--- src/rtl/cpu_bus_pkg.sv ---
// Shared widths, response codes and FSM encoding for the CPU bus interconnect.
package cpu_bus_pkg;

  localparam int ADDR_W = 32;
  localparam int DATA_W = 32;
  localparam int STRB_W = DATA_W / 8;
  localparam int CNT_W  = 16;

  localparam logic [1:0] RESP_OKAY   = 2'b00;
  localparam logic [1:0] RESP_SLVERR = 2'b10;
  localparam logic [1:0] RESP_DECERR = 2'b11;

  typedef enum logic [1:0] {
    ST_IDLE   = 2'd0,
    ST_ACCESS = 2'd1,
    ST_RESP   = 2'd2
  } state_e;

endpackage

--- src/rtl/cpu_bus_addr_decoder.sv ---
// Base/mask address decoder; the lowest-index matching slave wins on overlap.
module cpu_bus_addr_decoder
  import cpu_bus_pkg::*;
#(
  parameter int                  N    = 4,
  parameter logic [N*ADDR_W-1:0] BASE = '0,
  parameter logic [N*ADDR_W-1:0] MASK = '0
) (
  input  logic [ADDR_W-1:0] addr_i,
  output logic [N-1:0]      hit_o,
  output logic              any_hit_o
);

  // NOTE: every output gets a default before the loop so no path leaves it unassigned (no latch).
  always_comb begin
    hit_o     = '0;
    any_hit_o = 1'b0;
    for (int i = 0; i < N; i++) begin
      if (!any_hit_o &&
          ((addr_i & MASK[i*ADDR_W +: ADDR_W]) == BASE[i*ADDR_W +: ADDR_W])) begin
        hit_o[i]  = 1'b1;
        any_hit_o = 1'b1;
      end
    end
  end

endmodule

--- src/rtl/cpu_bus_interconnect.sv ---
// Single-master to NUM_SLAVES bridge: registered slave request, decode/timeout errors,
// and a one-cycle m_waitrequest-low response phase per completed access.
module cpu_bus_interconnect
  import cpu_bus_pkg::*;
#(
  parameter int                           NUM_SLAVES     = 4,
  parameter logic [NUM_SLAVES*ADDR_W-1:0] SLAVE_BASE     = {NUM_SLAVES{32'h0}},
  parameter logic [NUM_SLAVES*ADDR_W-1:0] SLAVE_MASK     = {NUM_SLAVES{32'hFFFF_0000}},
  parameter int                           TIMEOUT_CYCLES = 255
) (
  input  logic                           clk,
  input  logic                           rst,
  input  logic [ADDR_W-1:0]              m_addr,
  input  logic                           m_read,
  input  logic                           m_write,
  input  logic [DATA_W-1:0]              m_writedata,
  input  logic [STRB_W-1:0]              m_byteenable,
  output logic [DATA_W-1:0]              m_readdata,
  output logic [1:0]                     m_response,
  output logic                           m_waitrequest,
  output logic [NUM_SLAVES-1:0]          s_read,
  output logic [NUM_SLAVES-1:0]          s_write,
  output logic [ADDR_W-1:0]              s_addr,
  output logic [DATA_W-1:0]              s_writedata,
  output logic [STRB_W-1:0]              s_byteenable,
  input  logic [NUM_SLAVES*DATA_W-1:0]   s_readdata,
  input  logic [NUM_SLAVES*2-1:0]        s_response,
  input  logic [NUM_SLAVES-1:0]          s_waitrequest
);

  localparam logic [CNT_W-1:0] TO_LIM = CNT_W'(TIMEOUT_CYCLES);

  state_e                  state_q, state_d;
  logic [NUM_SLAVES-1:0]   s_read_q, s_read_d, s_write_q, s_write_d;
  logic [ADDR_W-1:0]       addr_q, addr_d;
  logic [DATA_W-1:0]       wdata_q, wdata_d, rdata_q, rdata_d;
  logic [STRB_W-1:0]       be_q, be_d;
  logic [1:0]              resp_q, resp_d;
  logic [CNT_W-1:0]        cnt_q, cnt_d;

  logic [NUM_SLAVES-1:0]   hit, sel;
  logic                    any_hit, sel_wait;
  logic [DATA_W-1:0]       sel_rdata;
  logic [1:0]              sel_resp;

  cpu_bus_addr_decoder #(
    .N    (NUM_SLAVES),
    .BASE (SLAVE_BASE),
    .MASK (SLAVE_MASK)
  ) u_dec (
    .addr_i    (m_addr),
    .hit_o     (hit),
    .any_hit_o (any_hit)
  );

  // Only the slave currently strobed is observed; the others may drive anything.
  always_comb begin
    sel       = s_read_q | s_write_q;
    sel_rdata = '0;
    sel_resp  = '0;
    sel_wait  = 1'b0;
    for (int i = 0; i < NUM_SLAVES; i++) begin
      if (sel[i]) begin
        sel_rdata = sel_rdata | s_readdata[i*DATA_W +: DATA_W];
        sel_resp  = sel_resp  | s_response[i*2 +: 2];
        sel_wait  = sel_wait  | s_waitrequest[i];
      end
    end
  end

  always_comb begin
    state_d   = state_q;
    s_read_d  = s_read_q;
    s_write_d = s_write_q;
    addr_d    = addr_q;
    wdata_d   = wdata_q;
    be_d      = be_q;
    rdata_d   = rdata_q;
    resp_d    = resp_q;
    cnt_d     = cnt_q;
    unique case (state_q)
      ST_IDLE: begin
        if (m_read || m_write) begin
          addr_d  = m_addr;
          wdata_d = m_writedata;
          be_d    = m_byteenable;
          cnt_d   = '0;
          if (any_hit) begin
            s_write_d = m_write ? hit : '0;
            s_read_d  = m_write ? '0 : hit;
            state_d   = ST_ACCESS;
          end else begin
            resp_d  = RESP_DECERR;
            rdata_d = '0;
            state_d = ST_RESP;
          end
        end
      end
      ST_ACCESS: begin
        cnt_d = cnt_q + 1'b1;
        // Completion is tested first so it wins over a timeout in the same cycle.
        if (!sel_wait) begin
          rdata_d   = (|s_read_q) ? sel_rdata : '0;
          resp_d    = sel_resp;
          s_read_d  = '0;
          s_write_d = '0;
          state_d   = ST_RESP;
        end else if (cnt_d >= TO_LIM) begin
          rdata_d   = '0;
          resp_d    = RESP_SLVERR;
          s_read_d  = '0;
          s_write_d = '0;
          state_d   = ST_RESP;
        end
      end
      ST_RESP: state_d = ST_IDLE;
      default: state_d = ST_IDLE;
    endcase
  end

  // NOTE: sequential state uses non-blocking assignments so every register samples pre-edge values.
  always_ff @(posedge clk) begin
    if (rst) begin
      state_q   <= ST_IDLE;
      s_read_q  <= '0;
      s_write_q <= '0;
      addr_q    <= '0;
      wdata_q   <= '0;
      be_q      <= '0;
      rdata_q   <= '0;
      resp_q    <= RESP_OKAY;
      cnt_q     <= '0;
    end else begin
      state_q   <= state_d;
      s_read_q  <= s_read_d;
      s_write_q <= s_write_d;
      addr_q    <= addr_d;
      wdata_q   <= wdata_d;
      be_q      <= be_d;
      rdata_q   <= rdata_d;
      resp_q    <= resp_d;
      cnt_q     <= cnt_d;
    end
  end

  assign m_waitrequest = (state_q != ST_RESP);
  assign m_readdata    = rdata_q;
  assign m_response    = resp_q;
  assign s_read        = s_read_q;
  assign s_write       = s_write_q;
  assign s_addr        = addr_q;
  assign s_writedata   = wdata_q;
  assign s_byteenable  = be_q;

endmodule

--- config.mk ---
export PLATFORM = sky130hd
export DESIGN_NAME = cpu_bus_interconnect
export DESIGN_NICKNAME = d
export VERILOG_FILES = /design/src/rtl/cpu_bus_pkg.sv /design/src/rtl/cpu_bus_addr_decoder.sv /design/src/rtl/cpu_bus_interconnect.sv
export SDC_FILE = /design/constraint.sdc
export NUM_CORES = 1
export LEC_CHECK = 0
export ABC_CLOCK_PERIOD_IN_PS = 3100
export BUFFER_PORTS_ARGS = -buffer_cell sky130_fd_sc_hd__buf_2
export CAP_MARGIN = 30
export CORE_AREA = 2 2 125 127
export DETAILED_ROUTE_END_ITERATION = 8
export DIE_AREA = 0 0 127 129
export MAX_ROUTING_LAYER = met4
export PLACE_DENSITY = 0.77
export SETUP_SLACK_MARGIN = 0.3
export SLEW_MARGIN = 15
export SYNTH_ARGS = -nofsm -noshare
export SYNTH_HDL_FRONTEND = slang
export SYNTH_SLANG_ARGS = --single-unit
--- constraint.sdc ---
create_clock -name clk -period 3.1 [get_ports clk]
set_clock_uncertainty 0.1 [all_clocks]
set_input_delay 0 -clock clk [delete_from_list [all_inputs] [get_ports clk]]
set_output_delay 0 -clock clk [all_outputs]
set_load 0.005 [all_outputs]
==> results.json, run 1 <==
{
  "syn_inst": 635,
  "clkTransAtPathRegs_ns": 0.06,
  "worstPathArrival_ns": 2.81,
  "place_inst": 992,
  "io_pins": 323,
  "syn-cell-area_um2": 5330,
  "crit_family": "simple AND/OR/NAND/NOR gates",
  "grt_overflow": 0,
  "hpwlAfterDp_um": 9900,
  "antenna_found_initial": 0,
  "first_pass_iters": 5,
  "synth_seq_cells": 122,
  "endpoint_kind": "flip-flop",
  "nFillCells": 1255,
  "period_minus_slack_ns": 2.62,
  "ys.warnings.count": 0,
  "layout_common_cells": "buf_2 (210), a21oi_1 (150), nand2_1 (147)",
  "globalplace.congestion": 0.812,
  "routedWlPerCell_um": 15.4,
  "cts_tree": "done",
  "final_common_cell": "buf_2",
  "finalNetCount": 1150,
  "drive_gt1_frac": 0.323,
  "start_util": 0.356,
  "vdd_ir_drop_max_mv": 0.352,
  "vias": 5856,
  "finalSetupTns_ns": 0,
  "fmax_ghz": 0.382,
  "p_per_area_nw_per_um2": 483,
  "clock_sinks": 122,
  "whs_ns": 0.0552,
  "worst_slew_pin_slew_ns": 0.867,
  "cp-start-kind": "flip-flop",
  "initialDrtViolationCount": 437,
  "synth-edff-count": 0,
  "crit_slowest_cell": "dlygate4sd3_1",
  "grt_max_degree": 69,
  "rsz0062_at_grt": "no",
  "placeableCoreArea_um2": 15000,
  "yosysSeqAreaShare": 0.458,
  "via_per_inst": 5.15,
  "ys_types": 49,
  "slew_headroom": 0.422,
  "die_h_um": 129,
  "hold_class": "input port to flip-flop",
  "critical_path_buf_inv_count": 1,
  "hold_viol": 0,
  "ant_nets": 0,
  "grtUsageTotal": 0.212,
  "root_buffer": "clkbuf_16",
  "clock_path_buffers": 2,
  "portBuffers": 211,
  "crit_required_ns": 3.29,
  "crit_type": "flip-flop to flip-flop",
  "cts_max_level": 4,
  "routed_wl_um": 17500,
  "syn_area_per_cell_um2": 8.39,
  "dieArea_um2": 16400,
  "status": "complete, no violations",
  "grt_pass1_vias": 5591,
  "cap_violations": 0,
  "grt_pass1_wl_um": 27300,
  "cp_max_fo": 6,
  "syn_to_final_growth_pct": 52.9,
  "setup_viol": 0,
  "async_flop_share": 0,
  "cpPeakStageDelay_ns": 0.57,
  "crit_chain": "ha_4 -> nand3_2 -> or3_4 -> a2111oi_4 -> nor2_1 -> nand3_1 -> a21oi_1 -> dlygate4sd3_1",
  "synth_top_flop_cell": "dfxtp_1",
  "utilization": 0.544,
  "die_w_um": 127,
  "leakagePower_uw": 0.00346,
  "finalNonFillerCells": 1138,
  "drc": 0,
  "fin_crit_sh": 0.845,
  "clkLatencyLatePin_ns": 0.41,
  "finalMaxSlewViolations": 0,
  "cts_buffers": 17,
  "placementRows": 45
}
## flip-flops by register name, indices dropped and copies added (netlist names)
name / count
m_response: 2
m_readdata: 32
s_write: 1
s_byteenable: 4
s_read: 1
state_q: 2
cnt_q: 16
s_addr: 32
s_writedata: 32
## worst reg2reg max path: cells and delay by family, from the launching register on
| kind | cells | cell delay [ns] |
|---|---|---|
| and+or+nand+nor | 4 | 0.73 |
| buffers and inverters | 1 | 0.57 |
| AOI/OAI and AO/OA | 2 | 0.48 |
| DFF | 1 | 0.43 |
| adders and majority gates | 1 | 0.20 |
## kinds of logic after synthesis
| logic type | count (synthesis) | synth area share |
|---|---|---|
| multiplexers | 2 | 0.00376 |
| flip-flops | 122 | 0.458 |
| buffers and inverters | 64 | 0.0561 |
| AND/OR/NAND/NOR | 220 | 0.190 |
| AO/OA/AOI/OAI | 218 | 0.276 |
| XOR/XNOR | 6 | 0.00986 |
| other | 1 | 0.000704 |
| adder cells (fa/ha/maj) | 2 | 0.00470 |
## through the flow
step	total power [µW]	area, µm²	setup WS [ns]
2_1_floorplan	1900	5350	0.906
3_3_place_gp	2080	6480	0.578
3_5_place_dp	2090	6480	0.550
4_1_cts	3960	8090	0.397
5_1_grt	4090	8140	0.323
6_report	3930	8150	0.480
## where the power goes
group / switching, µW / internal [µW] / total, µW
combinational: 259 / 246 / 505
clock: 721 / 1030 / 1760
sequential: 35.3 / 1640 / 1670
total: 1020 / 2920 / 3930
## final timing paths
| kind | start | end | slack (ns) | depth (start not counted) |
|---|---|---|---|---|
| worst max-delay path | cnt_q[1] | state_q[0] | 0.48 | 8 |
| worst max register to register | cnt_q[1] | state_q[0] | 0.48 | 8 |
| worst min register to register | s_addr[30] | s_addr[30] | 0.35 | 2 |
| worst min-delay path | s_response[0] | m_response[0] | 0.06 | 5 |
## timing repair
action | 4_1_cts | 5_1_grt
setup endpoints to repair | 0 | 1
resized for setup | 0 | 4
setup buffers | 0 | 4
hold endpoints to repair | 105 | 0
hold buffers | 109 | 0
## routing by layer
layer | routed length [µm] | up-vias | GRT usage
li1 | - | 2848 | -
met1 | 7310 | 2695 | 0.243
met2 | 8400 | 287 | 0.354
met3 | 1400 | 26 | 0.0620
met4 | 376 | 0 | 0.0789
met5 | 0 | - | -
## synth_stat cells, types with 3 or more instances
library cell / count / share of area
buf_6: 3 / 0.0063
nor3_2: 3 / 0.0056
a311oi_2: 28 / 0.079
dfxtp_1: 122 / 0.46
nor2_1: 17 / 0.012
nand2b_1: 4 / 0.0047
nor3_1: 4 / 0.0038
buf_1: 4 / 0.0028
and3_1: 3 / 0.0035
clkbuf_1: 42 / 0.030
nand3_2: 3 / 0.0056
nor4_2: 3 / 0.0070
nand2_1: 147 / 0.10
nand3b_1: 3 / 0.0042
o21ai_0: 12 / 0.011
a311oi_1: 8 / 0.013
xor2_1: 4 / 0.0066
nor4_1: 9 / 0.011
a31oi_1: 4 / 0.0047
a21oi_1: 150 / 0.14
or2_2: 3 / 0.0035
inv_1: 4 / 0.0028
nand3_1: 6 / 0.0056
buf_4: 9 / 0.013
a211oi_1: 3 / 0.0042
nand4_1: 6 / 0.0070
## final cells by class
cell class / instances / area [µm²] / area share
repair buffers: 337 / 2290 / 0.281
clock buffers: 20 / 447 / 0.0548
well taps: 188 / 235 / 0.0289
inverters: 4 / 15.0 / 0.00184
clock inverters: 12 / 76.3 / 0.00937
diodes: 1 / 2.50 / 0.000307
multi-input cells: 454 / 2640 / 0.324
flip-flops and latches: 122 / 2440 / 0.300
(Power assumes the default switching activity.)
==> run 2, diff against run 1 <==
ABC_CLOCK_PERIOD_IN_PS = 2190   (was 3100)
CORE_AREA = 2 2 143 103   (was 2 2 125 127)
DIE_AREA = 0 0 145 105   (was 0 0 127 129)
PLACE_DENSITY = 0.85   (was 0.77)
clock period = 2.19 ns   (was 3.1 ns; I/O delays follow)
==> run 2 against run 1 <==
Net effect: wire length grew 13%; total power grew 52%; sequential cell count is the same; global-route usage grew 4.7 points; die area shrank 7.1%; combinational power grew 49%; clock power grew 63%.
==> results.json, run 2 (same netlist as run 1, synthesis figures left out) <==
{
  "status": "complete, no violations",
  "hold_start": "s_waitrequest[0]",
  "period_minus_slack_ns": 2.19,
  "whs_ns": 0.0693,
  "multi_input_area_um2": 2760,
  "placed_area_um2": 6750,
  "initialDrtViolationCount": 407,
  "regToRegSetupSlack_ns": 0.003,
  "seq_area_um2": 2480,
  "drive_gt1_frac": 0.370,
  "nFillCells": 1063,
  "dieArea_um2": 15200,
  "setup_viol": 0,
  "endpoint_kind": "flip-flop",
  "cts_buffers": 17,
  "routedWlPerCell_um": 17.0,
  "cts_tree": "done",
  "fin_crit_sh": 0.999,
  "grt_max_degree": 122,
  "worst_slew_pin_slew_ns": 0.635,
  "globalplace.congestion": 0.894,
  "pre_cts_ws_ns": -0.0484,
  "final_area_um2": 8620,
  "placeableCoreArea_um2": 13700,
  "start_util": 0.388,
  "hold_viol": 0,
  "routed_wl_um": 19800,
  "portBuffers": 211,
  "leakagePower_uw": 0.00367,
  "p_per_area_nw_per_um2": 692,
  "crit_type": "flip-flop to flip-flop",
  "slew_headroom": 0.577,
  "hpwlAfterDp_um": 11000,
  "rsz0062_at_grt": "yes",
  "hold_class": "input port to flip-flop",
  "cp-start-kind": "flip-flop",
  "finalMaxSlewViolations": 0,
  "clkLatencyLatePin_ns": 0.41,
  "cp_max_fo": 21,
  "fmax_ghz": 0.457,
  "antenna_found_initial": 1,
  "startpoint": "cnt_q[1]",
  "grtUsageTotal": 0.259,
  "ant_nets": 0,
  "place_inst": 1012,
  "clock_sinks": 122,
  "worstPathArrival_ns": 2.40,
  "grt_overflow": 0,
  "cap_violations": 0,
  "drc": 0,
  "fin_ws_ns": 0.00258,
  "vias": 6206,
  "first_pass_iters": 5,
  "die_w_um": 145,
  "syn_to_final_growth_pct": 61.9,
  "grt_pass1_wl_um": 31100,
  "finalNonFillerCells": 1162,
  "vdd_ir_drop_max_mv": 0.511,
  "clock_path_buffers": 2,
  "finalNetCount": 1172,
  "via_per_inst": 5.34,
  "crit_required_ns": 2.40,
  "placementRows": 36,
  "root_buffer": "clkbuf_16",
  "grt_pass1_vias": 6237,
  "final_common_cell": "buf_2",
  "timing.rr.start": "cnt_q[1]",
  "clkTransAtPathRegs_ns": 0.06,
  "io_pins": 323,
  "cts_max_level": 4,
  "layout_common_cells": "buf_2 (210), a21oi_1 (150), nand2_1 (147)",
  "die_h_um": 105
}
==> run 2: changes by cell type in the layout (fill, tap and decap cells not counted), moves of 6 or more <==
cell and change:
dfxtp_1 -12, dfxtp_4 +7, buf_12 +6, buf_4 +19
==> run 2: routing by layer <==
layer	routed length [µm]	up-vias	global-route usage
met4	741	0	0.136
met2	9710	314	0.433
li1	-	2886	-
met5	0	-	-
met3	1360	67	0.0559
met1	7960	2939	0.294
==> run 2: critical path: stages, from the launching register on <==
cell,delay (ns)
dfxtp_4,0.37
ha_4,0.16
and3_4,0.23
nand3_4,0.09
mux2i_2,0.20
nor4_4,0.35
nand2_4,0.11
buf_12,0.18
a311oi_2,0.28
==> run 2: worst paths after layout <==
kind                     endpoint  cells after the start
hold reg to reg   s_writedata[18]                      2
hold / removal         state_q[0]                      5
setup / recovery    m_readdata[6]                      8
setup reg to reg    m_readdata[6]                      8
==> run 2: per-stage QoR <==
| stage | setup TNS [ns] | util | power [µW] |
|---|---|---|---|
| detailed placement | -0.0834 | 0.491 | 2980 |
| CTS | 0 | 0.624 | 5970 |
| global route | -1.85 | 0.628 | 6190 |
| global placement | 0 | 0.491 | 2960 |
| finish | 0 | 0.628 | 5970 |
| floorplan | 0 | - | 2690 |
==> run 2: where the power goes <==
group | switching [µW] | total, µW | internal (µW)
combinational | 394 | 752 | 358
clock | 1090 | 2860 | 1770
sequential | 49.2 | 2350 | 2310
==> run 2: final cells by class <==
class	count	area share
inverter	4	0.00174
clock inverter	14	0.0181
antenna	1	0.000290
clock buffer	18	0.0522
sequential	122	0.287
timing repair buffer	359	0.293
tap	190	0.0276
multi-input combinational	454	0.320
==> run 2: what timing repair did <==
action                                 CTS  global route
setup endpoints to repair               39            39
gates resized for setup                 22            10
hold buffers                           104             0
buffers inserted                        13             0
pin swaps                                9             3
endpoints found under the hold margin  105             0
